**src/rtl/tick_serializer.sv**
```systemverilog
// rtl/tick_serializer.sv - tick-paced serial transmitter: start, LSB-first data, optional even parity, stop
module tick_serializer #(
    parameter int DATA_W        = 8,
    parameter int TICKS_PER_BIT = 2,
    parameter int PARITY_EN     = 0
) (
    input  logic              clk,
    input  logic              reset,
    input  logic              tick,
    input  logic [DATA_W-1:0] in_data,
    input  logic              in_valid,
    output logic              in_ready,
    output logic              tx,
    output logic              busy
);
    localparam int TCW = $clog2(TICKS_PER_BIT + 1);
    localparam int BCW = $clog2(DATA_W + 1);
    localparam logic [TCW-1:0] TICK_LAST = TCW'(TICKS_PER_BIT - 1);
    localparam logic [BCW-1:0] BIT_LAST  = BCW'(DATA_W - 1);

    typedef enum logic [2:0] {
        IDLE,
        ARMED,
        START,
        DATA,
        PARITY,
        STOP
    } state_t;

    state_t            state;
    logic [DATA_W-1:0] shreg;
    logic [DATA_W-1:0] shreg_next;
    logic              parity;
    logic [TCW-1:0]    tick_cnt;
    logic [BCW-1:0]    bit_cnt;
    logic              bit_done;
    logic              in_bit_state;

    assign shreg_next   = shreg >> 1;
    assign bit_done     = tick && (tick_cnt == TICK_LAST);
    assign in_bit_state = (state == START) || (state == DATA) ||
                          (state == PARITY) || (state == STOP);

    assign in_ready = (state == IDLE) && !reset;
    assign busy     = (state != IDLE);

    always_ff @(posedge clk) begin
        if (reset) begin
            state    <= IDLE;
            shreg    <= '0;
            parity   <= 1'b0;
            tick_cnt <= '0;
            bit_cnt  <= '0;
            tx       <= 1'b1;
        end else begin
            // Shared per-bit tick counter for every state that holds a bit on the line
            if (in_bit_state && tick) begin
                tick_cnt <= bit_done ? '0 : tick_cnt + 1'b1;
            end

            case (state)
                IDLE: begin
                    tx <= 1'b1;
                    if (in_valid) begin
                        shreg  <= in_data;
                        parity <= ^in_data;
                        state  <= ARMED;
                    end
                end
                ARMED: begin
                    if (tick) begin
                        tx       <= 1'b0;
                        tick_cnt <= '0;
                        state    <= START;
                    end
                end
                START: begin
                    if (bit_done) begin
                        tx      <= shreg[0];
                        bit_cnt <= '0;
                        state   <= DATA;
                    end
                end
                DATA: begin
                    if (bit_done) begin
                        if (bit_cnt == BIT_LAST) begin
                            if (PARITY_EN != 0) begin
                                tx    <= parity;
                                state <= PARITY;
                            end else begin
                                tx    <= 1'b1;
                                state <= STOP;
                            end
                        end else begin
                            shreg   <= shreg_next;
                            tx      <= shreg_next[0];
                            bit_cnt <= bit_cnt + 1'b1;
                        end
                    end
                end
                PARITY: begin
                    if (bit_done) begin
                        tx    <= 1'b1;
                        state <= STOP;
                    end
                end
                STOP: begin
                    if (bit_done) begin
                        tx    <= 1'b1;
                        state <= IDLE;
                    end
                end
                default: begin
                    tx    <= 1'b1;
                    state <= IDLE;
                end
            endcase
        end
    end
endmodule

```
**config.mk**
```make
export PLATFORM = sky130hd
export DESIGN_NAME = tick_serializer
export DESIGN_NICKNAME = d
export VERILOG_FILES = /design/src/rtl/tick_serializer.sv
export SDC_FILE = /design/constraint.sdc
export NUM_CORES = 1
export LEC_CHECK = 0
export ABC_AREA = 1
export BUFFER_PORTS_ARGS = -buffer_cell sky130_fd_sc_hd__clkbuf_2
export CORE_AREA = 2 2 66 43
export CTS_CLUSTER_SIZE = 20
export DETAILED_ROUTE_END_ITERATION = 10
export DIE_AREA = 0 0 68 45
export HOLD_SLACK_MARGIN = 0.1
export PLACE_DENSITY = 0.72
export SYNTH_ARGS = -nofsm -noshare
export SYNTH_HDL_FRONTEND = slang
export SYNTH_SLANG_ARGS = --single-unit
```
**constraint.sdc**
```tcl
create_clock -name clk -period 1.5 [get_ports clk]
set_clock_uncertainty 0.2 [all_clocks]
set_input_delay 0.225 -clock clk [delete_from_list [all_inputs] [get_ports clk]]
set_output_delay 0.225 -clock clk [all_outputs]
set_load 0.01 [all_outputs]
```
==> results of run 1 <==
-- cells by family (layout without fill, tap and decap cells) --
group | after synthesis | after routing | synth area share
AND/OR/NAND/NOR | 117 | 117 | 0.492
buffers and inverters | 29 | 66 | 0.132
flip-flops | 18 | 18 | 0.303
AO/OA/AOI/OAI | 14 | 14 | 0.0630
adder cells (fa/ha/maj) | 1 | 1 | 0.0105
-- final cells by class --
type                       count  area share
clock buffer                   3      0.0259
inverter                      24      0.0566
multi-input combinational    132       0.469
sequential                    18       0.232
tap                           32      0.0252
timing repair buffer          39       0.191
-- what timing repair did --
item | CTS | global route
endpoints found under the setup margin | 17 | 18
hold buffers | 2 | 0
buffers inserted | 6 | 2
resized for setup | 21 | 12
pin swaps | 6 | 5
hold endpoints to repair | 4 | 0
-- metrics by stage --
step | cells | hold WS [ps] | setup slack (ps)
after floorplan | 179 | 94.1 | -3.93
after global placement | 236 | 242 | -71.1
after detailed placement | 236 | 247 | -108
after CTS | 246 | 135 | -134
after global routing | 248 | 211 | -187
final | 248 | 146 | -113
-- layout by cell type, fill, tap and decap left out --
cell / n
dfxtp_4: 1
o21bai_1: 2
nand3b_1: 1
nor2_8: 1
ha_4: 1
nand3_4: 1
buf_6: 7
buf_4: 16
nor2_4: 8
a21oi_2: 1
nand2_1: 56
buf_12: 1
clkbuf_2: 12
nand2_4: 6
nand2_2: 10
inv_1: 23
dlygate4sd3_1: 2
buf_2: 1
a21oi_1: 5
dfxtp_1: 13
inv_2: 1
dfxtp_2: 4
nor2_2: 8
clkbuf_8: 3
o21ai_1: 2
nor2_1: 18
o21ai_0: 4
nand3_2: 2
nand3_1: 6
-- worst max-delay path, stage by stage (launching register included) --
cell and delay, ps:
dfxtp_2 330, buf_6 120, nor2_4 100, nand2_2 80, buf_6 130, nor2_4 70
buf_6 100
-- metal layers --
layer	wire length [um]	up-vias	share of wire	global-route usage
li1	-	614	-	-
met1	1300	513	0.44	0.242
met2	1390	30	0.47	0.361
met3	140	14	0.047	0.0648
met4	143	0	0.048	0.152
met5	0	-	0	0
-- report_power, final --
group / internal [uW] / total, uW / switching, uW
clock network: 179 / 348 / 169
logic: 1220 / 2590 / 1380
registers: 669 / 843 / 174
-- final timing paths --
| kind | cells after the start | slack (ps) | from | to |
|---|---|---|---|---|
| worst max-delay path | 6 | -110 | state[0] | in_ready |
| worst min-delay path | 7 | 150 | in_data[3] | shreg[3] |
| worst max register to register | 10 | -90 | state[0] | shreg[4] |
| worst min register to register | 2 | 260 | flop | flop |
==> run summary, run 1 <==
Status = complete, but fails checks
Failing checks = setup timing
Layout cells sized above 1 = 0.389
CP endpoint kind = primary output
Total number of vias = 1,171
Final Cell Area = 1590 um^2
Mean post-synth cell area = 6.65 um^2
Overflow after GRT = 0
Vias in the first global route = 1,102
Chip height = 45 um
CORE AREA = 2420 um^2
DR WL/cell = 12.0 um
Area growth syn-to-layout = 33.6%
Yosys top cell area share = 0.303
Ports = 15
Worst EP arrival = 1190 ps
Post-synth top flop = dfxtp_1
Fmax = 0.620 GHz
Cell count after synthesis = 179
Synth async-reset ratio = 0
First-pass GRT wire length = 4.73 mm
Most frequent cell after synthesis = nand2_1
Final WS setup = -113 ps
Synth area leader = dfxtp_1
Largest net degree at the start of global routing = 10
Die X-Extent = 68 um
GRT Overall Usage = 0.217
Hold Vio Cnt, Final = 0
Leakage Power = 0.000813 uW
Multi-input gate area = 747 um^2
VDD IR max = 1290 uV
CTS tree = done
Routability Congestion = 0.811
Final Slew Violations = 0
H-tree levels = 1
Max FO, Critical Path = 2
Pre-Repair DR Iteration Count = 4
Util after Layout = 0.658
Synth top area cells = dfxtp_1 30%, nand2_1 19%, inv_1 7.2%, nor2_2 6.8%, nor2_1 6.3%
Clock sink total = 18
Initial Util = 0.493
Tcrit/Tclk final = 1.08
Layout Nets = 231
Fillers = 205
Setup TNS Final = -614 ps
EDFF count, synth = 0
Clk slew on worst S/H paths = 70 ps
Max Root-Sink Buffers = 2
Clock latency on the worst-skew pair = 260 ps
# DRC = 0
Final min period = 1610 ps
Critical Path RT = 1070 ps
Inserted Diodes = 0
Syn Nets = 192
Final wirelength = 2.98 mm
HPWL after DPL = 1.95 mm
DRT antenna net count = 0
Slew HR = 0.828
Via/cell ratio = 4.72
Yosys cell types = 22
Register Area = 369 um^2
FF+latch count, synth = 18
Dpl cell area = 1370 um^2
Initial antenna violation count = 0
RSZ-0062 raised after global routing = yes
Power density cells = 2380 nW/um^2
Clock root cell = clkbuf_8
Die ar. = 3060 um^2
Mapped Area = 1190 um^2
Crit start category = flop
Measured slew at the worst slew-check pin = 257 ps
Setup CP Type = reg2out
Site Rows = 14
Maximum Capacitance Violations = 0
HP Class = in2reg
Register area share after synthesis = 0.303
Synth warn = 0
Total power = 3780 uW
Final setup violation count = 12
Num CTS Buffers = 3
Post-synth top cells = 61 x nand2_1, 23 x inv_1, 20 x nor2_1
IO Port Bufs = 14
Drt first-iter violations = 31
(Power assumes the default switching activity.)
==> inputs of run 2 (changes only) <==
REMOVE_ABC_BUFFERS = 1   (was unset)
==> run 2 against run 1 <==
  * The flow still finishes with violations (setup timing)
  * Sequential cell count unchanged
  * Die area unchanged
  * Clock-buffer cell count increased by 1
  * Register-to-register slack lost 110 ps
  * Global-route usage is 0.60 points higher
  * Sequential share of layout area down 1.7 points
  * Wire length up 15%
  * Combinational power rose by 9.3%
  * First-iteration DRC count increased by 42%
  * Clock power is 19% higher
  * Power grew 8.1%
  * Maximum frequency down 5.1%
  * Critical path type is now reg2reg
  * Critical endpoint is now shreg[4]
  * Largest power group unchanged
  * Highest routed layer unchanged
==> run summary, run 2 (same netlist as run 1, synthesis figures left out) <==
Failing checks = setup timing
Most frequent cells in the layout = 53 x nand2_1, 21 x inv_1, 20 x buf_4
GR met3 Demand/Resource = 0.0524
HPWL after DPL = 1.91 mm
Area growth syn-to-layout = 45.3%
Measured slew at the worst slew-check pin = 369 ps
Sw Ratio = 0.450
Max FO, Critical Path = 5
VDD IR max = 1230 uV
RR Startpoint = state[0]
RSZ-0062 raised after global routing = yes
Layout Nets = 239
Combinational Power Share = 0.691
HP Class = in2reg
Max Root-Sink Buffers = 2
GR Util met2 = 0.375
Clk slew on worst S/H paths = 80 ps
Hold Vio Cnt, Final = 0
Via/cell ratio = 4.99
Num CTS Buffers = 3
Initial antenna violation count = 0
Site Rows = 14
Setup crit start = state[0]
# DRC = 0
Switch Pwr = 1840 uW
Util after Layout = 0.716
Clock sink total = 18
Final wirelength = 3.42 mm
CORE AREA = 2420 um^2
Worst EP arrival = 1660 ps
GRT Overall Usage = 0.223
R2R depth = 10
Commonest non-fill, non-tap cell in the layout = nand2_1
Reg-to-reg setup timing slack = -200 ps
Sequential share of power = 0.208
Final WS setup = -201 ps
Critical Path RT = 1460 ps
DR WL/cell = 13.3 um
Slew HR = 0.751
Chip height = 45 um
Pre-Repair DR Iteration Count = 4
First-pass GRT wire length = 5.06 mm
Die X-Extent = 68 um
Clock root cell = clkbuf_8
Die ar. = 3060 um^2
Clock latency on the worst-skew pair = 260 ps
CP endpoint = shreg[4]
Final Slew Violations = 0
Power density cells = 2360 nW/um^2
Crit start category = flop
Int Power = 2250 uW
Clk pwr share = 0.101
Initial Util = 0.493
CP endpoint kind = flop
Met1 usage = 0.296
Status = complete, but fails checks
Inserted Diodes = 0
DRT antenna net count = 0
Final setup violation count = 13
Routability Congestion = 0.847
Reg2reg end = shreg[4]
Setup TNS Final = -1140 ps
Layout cells sized above 1 = 0.458
Maximum Capacitance Violations = 0
Largest net degree at the start of global routing = 11
Drt first-iter violations = 44
Setup CP Type = reg2reg
Overflow after GRT = 0
Final min period = 1700 ps
GR peak layer = met2
Ports = 15
Fmax = 0.588 GHz
H-tree levels = 1
IO Port Bufs = 14
Total number of vias = 1,282
Leakage Power = 0.000869 uW
Vias in the first global route = 1,125
Tcrit/Tclk final = 1.13
CTS tree = done
==> run 2: changes by cell type in the layout (fill, tap and decap cells not counted), moves of 2 or more <==
cell / before / now
a21oi_1: 5 / 2
nor2_2: 8 / 11
buf_4: 16 / 20
nor2_4: 8 / 6
nand2_4: 6 / 9
nand2_1: 56 / 53
a21oi_2: 1 / 4
inv_1: 23 / 21
==> run 2: per-layer routing <==
metal	routed length, um	up-vias
met2	1700	41
met1	1480	603
met5	0	-
met4	60	0
met3	173	6
li1	-	632
==> run 2: what timing repair did <==
action	4_1_cts	5_1_grt
buffers inserted	10	3
gates resized for setup	24	26
endpoints found under the hold margin	4	0
hold buffers	2	0
setup endpoints to repair	18	20
pin swaps	12	18
==> run 2: final cells by class <==
type | instances | area [um^2]
Inverter | 24 | 92.6
Tap cell | 32 | 40.0
Multi-Input combinational cell | 132 | 786
Clock buffer | 4 | 55.1
Timing Repair Buffer | 47 | 385
Sequential cell | 18 | 372
Fill cell | 163 | 687
==> run 2: worst min path at each step <==
| stage | slack [ps] | endpoint | from | cells after the start |
|---|---|---|---|---|
| 3_5_place_dp | 250 | flop | flop | 2 |
| 6_report | 170 | shreg[3] | in_data[3] | 7 |
| 2_1_floorplan | 90 | bit_cnt[0] | reset | 1 |
| 5_1_grt | 190 | flop | tick | 4 |
| 4_1_cts | 140 | shreg[2] | in_data[2] | 7 |
| 3_3_place_gp | 250 | flop | flop | 2 |
==> run 2: worst max-delay path: stages, from the launching register on <==
cell	delay, ps
dfxtp_2	350
buf_12	120
nor2_4	40
buf_4	140
nand3_2	110
nand2_4	80
nor2_8	170
buf_12	140
nand2_1	80
nand2_1	110
nor2_1	50
==> run 2: power groups by stage <==
stage          Sequential, uW  Combinational (uW)  Clock, uW
3_5_place_dp              792                2020          0
6_report                  850                2830        413
3_3_place_gp              783                1980          0
2_1_floorplan             843                1300          0
5_1_grt                   872                3050        444
4_1_cts                   802                2640        421
==> run 2: metrics by stage <==
stage,setup slack [ps],total power (uW),cells,hold slack [ps],instance area (um^2)
detailed placement,-136,2820,239,247,1400
floorplan,-207,2140,174,94.1,1120
CTS,-166,3870,255,143,1640
global placement,-111,2760,239,246,1400
finish,-201,4090,257,174,1730
global route,-240,4370,257,190,1730
